**config.mk**
```make
export PLATFORM = sky130hd
export DESIGN_NAME = grid_renderer
export DESIGN_NICKNAME = d
export VERILOG_FILES = /design/src/rtl/grid_renderer.sv
export SDC_FILE = /design/constraint.sdc
export NUM_CORES = 2
export LEC_CHECK = 0
export ABC_AREA = 1
export CAP_MARGIN = 20
export CORE_MARGIN = 5
export CORE_UTILIZATION = 30
export CTS_BUF_LIST = sky130_fd_sc_hd__clkbuf_4 sky130_fd_sc_hd__clkbuf_8
export DETAILED_ROUTE_END_ITERATION = 8
export SLEW_MARGIN = 20
export SYNTH_ARGS = -nofsm -noshare
export SYNTH_HDL_FRONTEND = slang
export SYNTH_SLANG_ARGS = --single-unit
```
**constraint.sdc**
```tcl
create_clock -name clock -period 2.4 [get_ports clock]
set_input_delay 0.24 -clock clock [delete_from_list [all_inputs] [get_ports clock]]
set_output_delay 0.24 -clock clock [all_outputs]
set_load 0.005 [all_outputs]
```
**src/rtl/grid_renderer.sv**
```systemverilog
// Three-stage play-field pixel generator: grid tiles with cook-timer bars plus
// up to NUM_PLAYERS player squares, with syncs delayed to match the pixel.
module grid_renderer #(
    parameter int GRID_COLS   = 13,
    parameter int GRID_ROWS   = 8,
    parameter int TILE_LOG2   = 5,
    parameter int ORIGIN_X    = 112,
    parameter int ORIGIN_Y    = 112,
    parameter int NUM_PLAYERS = 4,
    parameter int PLAYER_SIZE = 16,
    parameter int S_GAME      = 1
) (
    input  logic                             clock,
    input  logic                             reset,
    input  logic [2:0]                       game_state,
    input  logic [1:0]                       local_player_ID,
    input  logic [2:0]                       num_players,
    input  logic [GRID_ROWS*GRID_COLS*4-1:0] object_grid,
    input  logic [GRID_ROWS*GRID_COLS*4-1:0] time_grid,
    input  logic [NUM_PLAYERS*9-1:0]         player_x,
    input  logic [NUM_PLAYERS*9-1:0]         player_y,
    input  logic [NUM_PLAYERS*2-1:0]         player_direction,
    input  logic [10:0]                      hcount,
    input  logic [9:0]                       vcount,
    input  logic                             hsync,
    input  logic                             vsync,
    input  logic                             blank,
    output logic                             hsync_out,
    output logic                             vsync_out,
    output logic                             blank_out,
    output logic [11:0]                      pixel_out
);
    localparam int CELLS  = GRID_ROWS * GRID_COLS;
    localparam int IDX_W  = $clog2(CELLS);
    localparam int CW     = 12 - TILE_LOG2;

    function automatic logic [11:0] palette(input logic [3:0] code);
        case (code)
            4'd0:    palette = 12'h666;
            4'd1:    palette = 12'hC6F;
            4'd2:    palette = 12'hE9F;
            4'd3:    palette = 12'hFFF;
            4'd4:    palette = 12'hFA4;
            4'd5:    palette = 12'h444;
            4'd6:    palette = 12'hA86;
            4'd7:    palette = 12'hA40;
            4'd8:    palette = 12'hF80;
            4'd9:    palette = 12'hF00;
            4'd10:   palette = 12'hD22;
            default: palette = 12'hF0F;
        endcase
    endfunction

    logic                   vs_prev_r;
    logic [CELLS*4-1:0]     shadow_obj_r;
    logic [CELLS*4-1:0]     shadow_time_r;

    logic signed [11:0]     dx_s, dy_s;
    logic [CW-1:0]          col_s, row_s;
    logic                   in_grid_s;
    logic [IDX_W-1:0]       idx_s;

    logic signed [11:0]     dx1_r, dy1_r;
    logic [TILE_LOG2-1:0]   ox1_r, oy1_r;
    logic [IDX_W-1:0]       idx1_r;
    logic                   in_grid1_r, hs1_r, vs1_r, bl1_r;
    logic [2:0]             gs1_r;

    logic [3:0]             code_s, time_s;
    logic [TILE_LOG2:0]     bar_s;
    logic [11:0]            tile_s, pcol_s;
    logic                   hit_s, phit_s, strip_s;
    logic signed [11:0]     ux_s, uy_s;

    logic [11:0]            tile2_r, pcol2_r;
    logic                   hit2_r, in_grid2_r, hs2_r, vs2_r, bl2_r;
    logic [2:0]             gs2_r;
    logic [11:0]            px3_s;

    // Frame latch: snapshot the grids on the vsync falling edge.
    always_ff @(posedge clock or negedge reset) begin
        if (!reset) begin
            vs_prev_r     <= 1'b0;
            shadow_obj_r  <= {(CELLS*4){1'b0}};
            shadow_time_r <= {(CELLS*4){1'b0}};
        end else begin
            vs_prev_r <= vsync;
            if (vs_prev_r && !vsync) begin
                shadow_obj_r  <= object_grid;
                shadow_time_r <= time_grid;
            end
        end
    end

    // Stage 1 combinational: grid-relative coordinates and cell index.
    always_comb begin
        dx_s      = $signed({1'b0, hcount}) - $signed(12'(ORIGIN_X));
        dy_s      = $signed({2'b00, vcount}) - $signed(12'(ORIGIN_Y));
        col_s     = dx_s[11:TILE_LOG2];
        row_s     = dy_s[11:TILE_LOG2];
        in_grid_s = !dx_s[11] && !dy_s[11] &&
                    (int'(col_s) < GRID_COLS) && (int'(row_s) < GRID_ROWS);
        if (in_grid_s) begin
            idx_s = IDX_W'(int'(row_s) * GRID_COLS + int'(col_s));
        end else begin
            idx_s = {IDX_W{1'b0}};
        end
    end

    // Stage 2 combinational: tile shading and player compositing.
    always_comb begin
        code_s  = shadow_obj_r[{idx1_r, 2'b00} +: 4];
        time_s  = shadow_time_r[{idx1_r, 2'b00} +: 4];
        bar_s   = (TILE_LOG2 + 1)'(time_s) << (TILE_LOG2 - 4);
        if (ox1_r == {TILE_LOG2{1'b0}} || oy1_r == {TILE_LOG2{1'b0}}) begin
            tile_s = 12'h000;
        end else if (time_s != 4'd0 && oy1_r >= TILE_LOG2'((1 << TILE_LOG2) - 4) &&
                     {1'b0, ox1_r} < bar_s) begin
            tile_s = 12'h0F0;
        end else begin
            tile_s = palette(code_s);
        end

        hit_s   = 1'b0;
        pcol_s  = 12'h000;
        phit_s  = 1'b0;
        strip_s = 1'b0;
        ux_s    = 12'sd0;
        uy_s    = 12'sd0;
        // Walk from the highest slot down so the lowest index wins overlaps.
        for (int i = NUM_PLAYERS - 1; i >= 0; i--) begin
            ux_s = dx1_r - $signed({3'b000, player_x[i*9 +: 9]});
            uy_s = dy1_r - $signed({3'b000, player_y[i*9 +: 9]});
            case (player_direction[i*2 +: 2])
                2'd0:    strip_s = ux_s < 12'sd4;
                2'd1:    strip_s = ux_s >= $signed(12'(PLAYER_SIZE - 4));
                2'd2:    strip_s = uy_s < 12'sd4;
                2'd3:    strip_s = uy_s >= $signed(12'(PLAYER_SIZE - 4));
                default: strip_s = 1'b0;
            endcase
            phit_s = (i < int'(num_players)) &&
                     ux_s >= 12'sd0 && ux_s < $signed(12'(PLAYER_SIZE)) &&
                     uy_s >= 12'sd0 && uy_s < $signed(12'(PLAYER_SIZE));
            hit_s  = hit_s | phit_s;
            pcol_s = !phit_s ? pcol_s :
                     strip_s ? 12'hF00 :
                     (i == int'(local_player_ID)) ? 12'hFF0 : 12'h0AF;
        end
    end

    // Stage 3 combinational: final priority select.
    always_comb begin
        if (bl2_r) begin
            px3_s = 12'h000;
        end else if (gs2_r != 3'(S_GAME)) begin
            px3_s = 12'h000;
        end else if (hit2_r) begin
            px3_s = pcol2_r;
        end else if (in_grid2_r) begin
            px3_s = tile2_r;
        end else begin
            px3_s = 12'h224;
        end
    end

    // Pipeline registers for all three stages.
    always_ff @(posedge clock or negedge reset) begin
        if (!reset) begin
            dx1_r      <= 12'sd0;
            dy1_r      <= 12'sd0;
            ox1_r      <= {TILE_LOG2{1'b0}};
            oy1_r      <= {TILE_LOG2{1'b0}};
            idx1_r     <= {IDX_W{1'b0}};
            in_grid1_r <= 1'b0;
            hs1_r      <= 1'b1;
            vs1_r      <= 1'b1;
            bl1_r      <= 1'b1;
            gs1_r      <= 3'd0;
            tile2_r    <= 12'h000;
            pcol2_r    <= 12'h000;
            hit2_r     <= 1'b0;
            in_grid2_r <= 1'b0;
            hs2_r      <= 1'b1;
            vs2_r      <= 1'b1;
            bl2_r      <= 1'b1;
            gs2_r      <= 3'd0;
            pixel_out  <= 12'h000;
            hsync_out  <= 1'b1;
            vsync_out  <= 1'b1;
            blank_out  <= 1'b1;
        end else begin
            dx1_r      <= dx_s;
            dy1_r      <= dy_s;
            ox1_r      <= dx_s[TILE_LOG2-1:0];
            oy1_r      <= dy_s[TILE_LOG2-1:0];
            idx1_r     <= idx_s;
            in_grid1_r <= in_grid_s;
            hs1_r      <= hsync;
            vs1_r      <= vsync;
            bl1_r      <= blank;
            gs1_r      <= game_state;
            tile2_r    <= tile_s;
            pcol2_r    <= pcol_s;
            hit2_r     <= hit_s;
            in_grid2_r <= in_grid1_r;
            hs2_r      <= hs1_r;
            vs2_r      <= vs1_r;
            bl2_r      <= bl1_r;
            gs2_r      <= gs1_r;
            pixel_out  <= px3_s;
            hsync_out  <= hs2_r;
            vsync_out  <= vs2_r;
            blank_out  <= bl2_r;
        end
    end
endmodule

```
==> flow_metrics.py <==
metrics = {
    "clock_network": {
        "clock_tree.root_cell": "sky130_fd_sc_hd__clkbuf_8",
        "insertion_delay_to_the_later_sink_of_the_worst_skew_pair_ns": 0.92,
        "number_of_clock_sinks_seen_by_cts": 907,
        "cts-htree-levels": 4,
        "clock_tree_from_tritoncts": "done",
        "clock_path_buffers": 3,
        "clkSlewWorstSetupHoldPaths_ns": 0.06,
        "cts_buffers": 166,
    },
    "sta": {
        "final_max_slew_viol_count": 0,
        "achievable-frequency_mhz": 319.7,
        "setup_ws_ns": -0.7280,
        "max_slew_margin_pct": 57.05,
        "finalClockSkew_ns": 0.07268,
        "timing.setup.tns_ns": -9.683,
        "final_min_period_over_clock_period_pct": 130.3,
        "period_needed_ns": 3.128,
        "timing.final.hold_violations": 0,
        "rsz_0062_raised_after_global_routing": "true",
        "setup_viol_count_final": 16,
        "tightestPinTransition_ns": 0.6414,
    },
    "die": {
        "io_pins": 961,
        "die_area_um2": 164100,
        "die_x_um": 405.0,
        "starting_utilization_of_the_core_area_pct": 30.08,
        "fp.dieH_um": 405.0,
        "fp.coreArea_um2": 155700,
        "floorplan.rows": 145,
    },
    "global_routing": {
        "globalRoute.totalOverflow": 0,
        "grt_antenna_before_repair": 53,
        "first_global_vias": 47950,
        "global_route_wire_length_before_repair_um": 313500,
        "grt_use_total_pct": 25.85,
        "maximum_number_of_pins_on_one_net_before_global_route_repair": 83,
    },
    "critical_path": {
        "rrSetupSlack_ns": -0.73,
        "timing_worst_setup_path_type": "reg2reg",
        "worstPathRequired_ns": 3.18,
        "cp-start-kind": "register",
        "worstPathArrival_ns": 3.91,
        "critical_path_peak_fanout": 15,
        "worst_setup_path_end_kind": "register",
    },
    "layout": {
        "post_route_standard_cell_area_excluding_fillers_um2": 76200,
        "area_growth_syn_to_layout_pct": 62.77,
        "share_of_post_route_cells_with_drive_strength_above_1_pct": 28.29,
        "num-nets-final": 7918,
    },
    "placement": {
        "dp_worst_setup_slack_ns": -1.061,
        "detailed_placement_hpwl_um": 162100,
        "count_of_input_and_output_buffers": 960,
        "post_dp_cell_area_um2": 62600,
        "finalWeightedCongestion": 0.9416,
    },
    "logic_synthesis": {
        "biggest_area_contributors_in_the_synthesized_netlist": "sky130_fd_sc_hd__dfrtp_1 (48%), sky130_fd_sc_hd__mux2_2 (20%), sky130_fd_sc_hd__nor2_1 (4.6%), sky130_fd_sc_hd__nand2_1 (4.1%), sky130_fd_sc_hd__o21ai_0 (4.0%)",
        "avgSynthCellArea_um2": 10.10,
        "ys_seq_area_share_pct": 48.50,
        "yosys_register_bits": 907,
        "number_of_flops_mapped_to_enable_cells_by_yosys": 0,
        "syn-cell-area_um2": 46820,
        "syn_inst": 4633,
        "yosys_top_cell_area_share_pct": 48.00,
        "synth.net_count": 5684,
        "async_reset_ff_share_pct": 100.0,
        "postSynth.topFlopCell": "sky130_fd_sc_hd__dfrtp_1",
        "synth-warning-count": 0,
        "synthDominantAreaCellType": "sky130_fd_sc_hd__dfrtp_1",
        "synth_cell_types": 48,
    },
    "detailed_routing": {
        "detailroute.via_count": 45480,
        "drt-initial-drc-count": 3501,
        "average_via_count_per_standard_cell": 5.007,
        "wl_per_cell_um": 24.26,
        "route.detailed.drc": 0,
        "drt-total-wl_um": 220400,
        "detailedRoute.firstPassIterationCount": 6,
        "final_antenna_net_count": 0,
    },
    "power": {
        "totalPowerFinal_mw": 48.30,
        "cellPowerDensity_nw_per_um2": 633.9,
        "power.static_leakage_nw": 33.20,
        "irDropWorstVdd_mv": 0.4625,
    },
    "min_path": {
        "timing.hold.worst.class": "in2reg",
    },
    "run": {
        "maxCapViolations": 0,
    },
    "status": {
        "failed_checks": "setup timing",
        "run_status": "complete, but fails checks",
    },
}
cells in the mapped netlist (4+ instances only):
master                     number
sky130_fd_sc_hd__a21o_1         4
sky130_fd_sc_hd__dfstp_2        9
sky130_fd_sc_hd__nor2_2         6
sky130_fd_sc_hd__clkbuf_1     120
sky130_fd_sc_hd__xor2_1        32
sky130_fd_sc_hd__buf_1         14
sky130_fd_sc_hd__buf_4         15
sky130_fd_sc_hd__o21ai_0      374
sky130_fd_sc_hd__o221ai_1      59
sky130_fd_sc_hd__inv_2          6
sky130_fd_sc_hd__nor3_1        16
sky130_fd_sc_hd__inv_1        267
sky130_fd_sc_hd__xnor2_1       19
sky130_fd_sc_hd__nand3b_1      13
sky130_fd_sc_hd__a31oi_1        5
sky130_fd_sc_hd__o22ai_1      111
sky130_fd_sc_hd__o21bai_1      14
sky130_fd_sc_hd__nand4_1       22
sky130_fd_sc_hd__buf_2         80
sky130_fd_sc_hd__dfrtp_1      898
sky130_fd_sc_hd__fa_1          14
sky130_fd_sc_hd__o21ai_1       95
sky130_fd_sc_hd__mux2_2       830
sky130_fd_sc_hd__nand2_2        9
sky130_fd_sc_hd__nor2_1       579
sky130_fd_sc_hd__ha_1          91
sky130_fd_sc_hd__buf_6         39
sky130_fd_sc_hd__a21oi_1       71
sky130_fd_sc_hd__nand2_1      507
sky130_fd_sc_hd__nand3_1      216
sky130_fd_sc_hd__o211ai_1      62
per-layer routing:
layer / vias up / global-route usage, % / routed length [um]
met1: 22590 / 31.43 / 87630
met4: 20 / 12.10 / 11440
met2: 1834 / 43.85 / 106900
li1: 20490 / - / -
met5: - / 0 / 135
met3: 549 / 5.480 / 14280
through the flow:
step	utilization [%]	cells	hold slack, ns
2_1_floorplan	-	4633	-0.05559
3_3_place_gp	40.21	7922	0.1882
3_5_place_dp	40.21	7922	0.1873
4_1_cts	48.43	9027	0.0007154
5_1_grt	48.93	9067	0.0009284
6_report	48.96	9083	0.07583
critical path, cell delays in order, from the launching register on:
cell and delay (ns):
sky130_fd_sc_hd__dfrtp_4 0.52, sky130_fd_sc_hd__buf_6 0.14, sky130_fd_sc_hd__buf_12 0.13, sky130_fd_sc_hd__buf_12 0.15
sky130_fd_sc_hd__buf_16 0.15, sky130_fd_sc_hd__buf_4 0.14, sky130_fd_sc_hd__nor2_1 0.09, sky130_fd_sc_hd__nor2_1 0.05
sky130_fd_sc_hd__o21ai_2 0.05, sky130_fd_sc_hd__o21ai_1 0.09, sky130_fd_sc_hd__o211ai_1 0.26, sky130_fd_sc_hd__nand2_1 0.17
sky130_fd_sc_hd__nand2_2 0.18, sky130_fd_sc_hd__nand3_1 0.10, sky130_fd_sc_hd__nand2_2 0.12, sky130_fd_sc_hd__nand3_2 0.09
sky130_fd_sc_hd__nand2_1 0.09, sky130_fd_sc_hd__nand2_1 0.06, sky130_fd_sc_hd__nor2_2 0.13, sky130_fd_sc_hd__nor2_4 0.06
sky130_fd_sc_hd__nand2_4 0.10, sky130_fd_sc_hd__nand2_4 0.07, sky130_fd_sc_hd__nor2_4 0.10
cell families after synthesis:
| group | after synthesis | synth area share (%) |
|---|---|---|
| AND/OR/NAND/NOR | 1379 | 12.08 |
| flip-flops | 907 | 48.50 |
| multiplexers | 830 | 19.96 |
| AO/OA/AOI/OAI | 812 | 10.02 |
| buffers and inverters | 549 | 5.449 |
| adder cells (fa/ha/maj) | 105 | 3.031 |
| XOR/XNOR | 51 | 0.9541 |
final timing paths:
| check | from | to | depth (start not counted) |
|---|---|---|---|
| setup / recovery | idx1_r[0] | tile2_r[11] | 22 |
| hold / removal | vcount[6] | dy1_r[8] | 5 |
| setup reg to reg | idx1_r[0] | tile2_r[11] | 22 |
| hold reg to reg | gs1_r[1] | gs2_r[1] | 0 |
| max in group asynchronous | reset | shadow_obj_r[388] | 5 |
| min in group asynchronous | reset | shadow_obj_r[178] | 4 |
repair_timing:
item | 4_1_cts | 5_1_grt
hold endpoints to repair | 1661 | 7
hold buffers | 768 | 7
cloned | 11 | 4
buffers inserted | 41 | 14
gates resized for setup | 180 | 150
pin swaps | 77 | 98
endpoints found under the setup margin | 17 | 19
state kept, by name (all words and copies together) (netlist names), 3 cells and up:
signal	count
shadow_obj_r	416
shadow_time_r	416
pixel_out	11
tile2_r	11
dx1_r	8
dy1_r	7
idx1_r	7
ox1_r	4
oy1_r	4
pcol2_r	4
gs1_r	3
gs2_r	3
cells in the final DEF (no fill, tap or decap), drive strengths merged, types with 8 or more instances in the layout:
master         synthesis  final
o21bai                14     14
o21ai                472    472
xnor2                 19     19
mux2                 830    830
a21oi                 71     71
diode                  0     37
nand2                516    516
ha                    91     91
o211ai                63     63
dfrtp                898    898
bufinv                 0      8
clkbuf               120    260
clkdlybuf4s50          0    956
o22ai                111    111
buf                  151    592
nand4                 22     22
nor2                 587    587
dfstp                  9      9
fa                    14     14
nand3b                13     13
o221ai                59     59
clkinv                 3     21
inv                  275    284
nor3                  16     16
dlygate4sd3            0    773
nand3                218    218
xor2                  32     32
layout make-up:
cell class / instances / area [um2]
inverters: 278 / 1112
clock inverters: 34 / 570.5
clock buffers: 255 / 3134
diodes: 37 / 92.59
repair buffers: 2334 / 23290
multi-input cells: 3177 / 22640
repair inverters: 3 / 55.05
flip-flops and latches: 907 / 22730
fillers: 13990 / 79460
well taps: 2058 / 2575
where the power goes:
group	internal (mW)	total, mW	switching [mW]
Clock	9.32	16.7	7.37
Combinational	6.80	12.7	5.85
Sequential	17.5	19.0	1.42
Total	33.7	48.3	14.6
No activity file was read; power rests on OpenSTA's default activity.
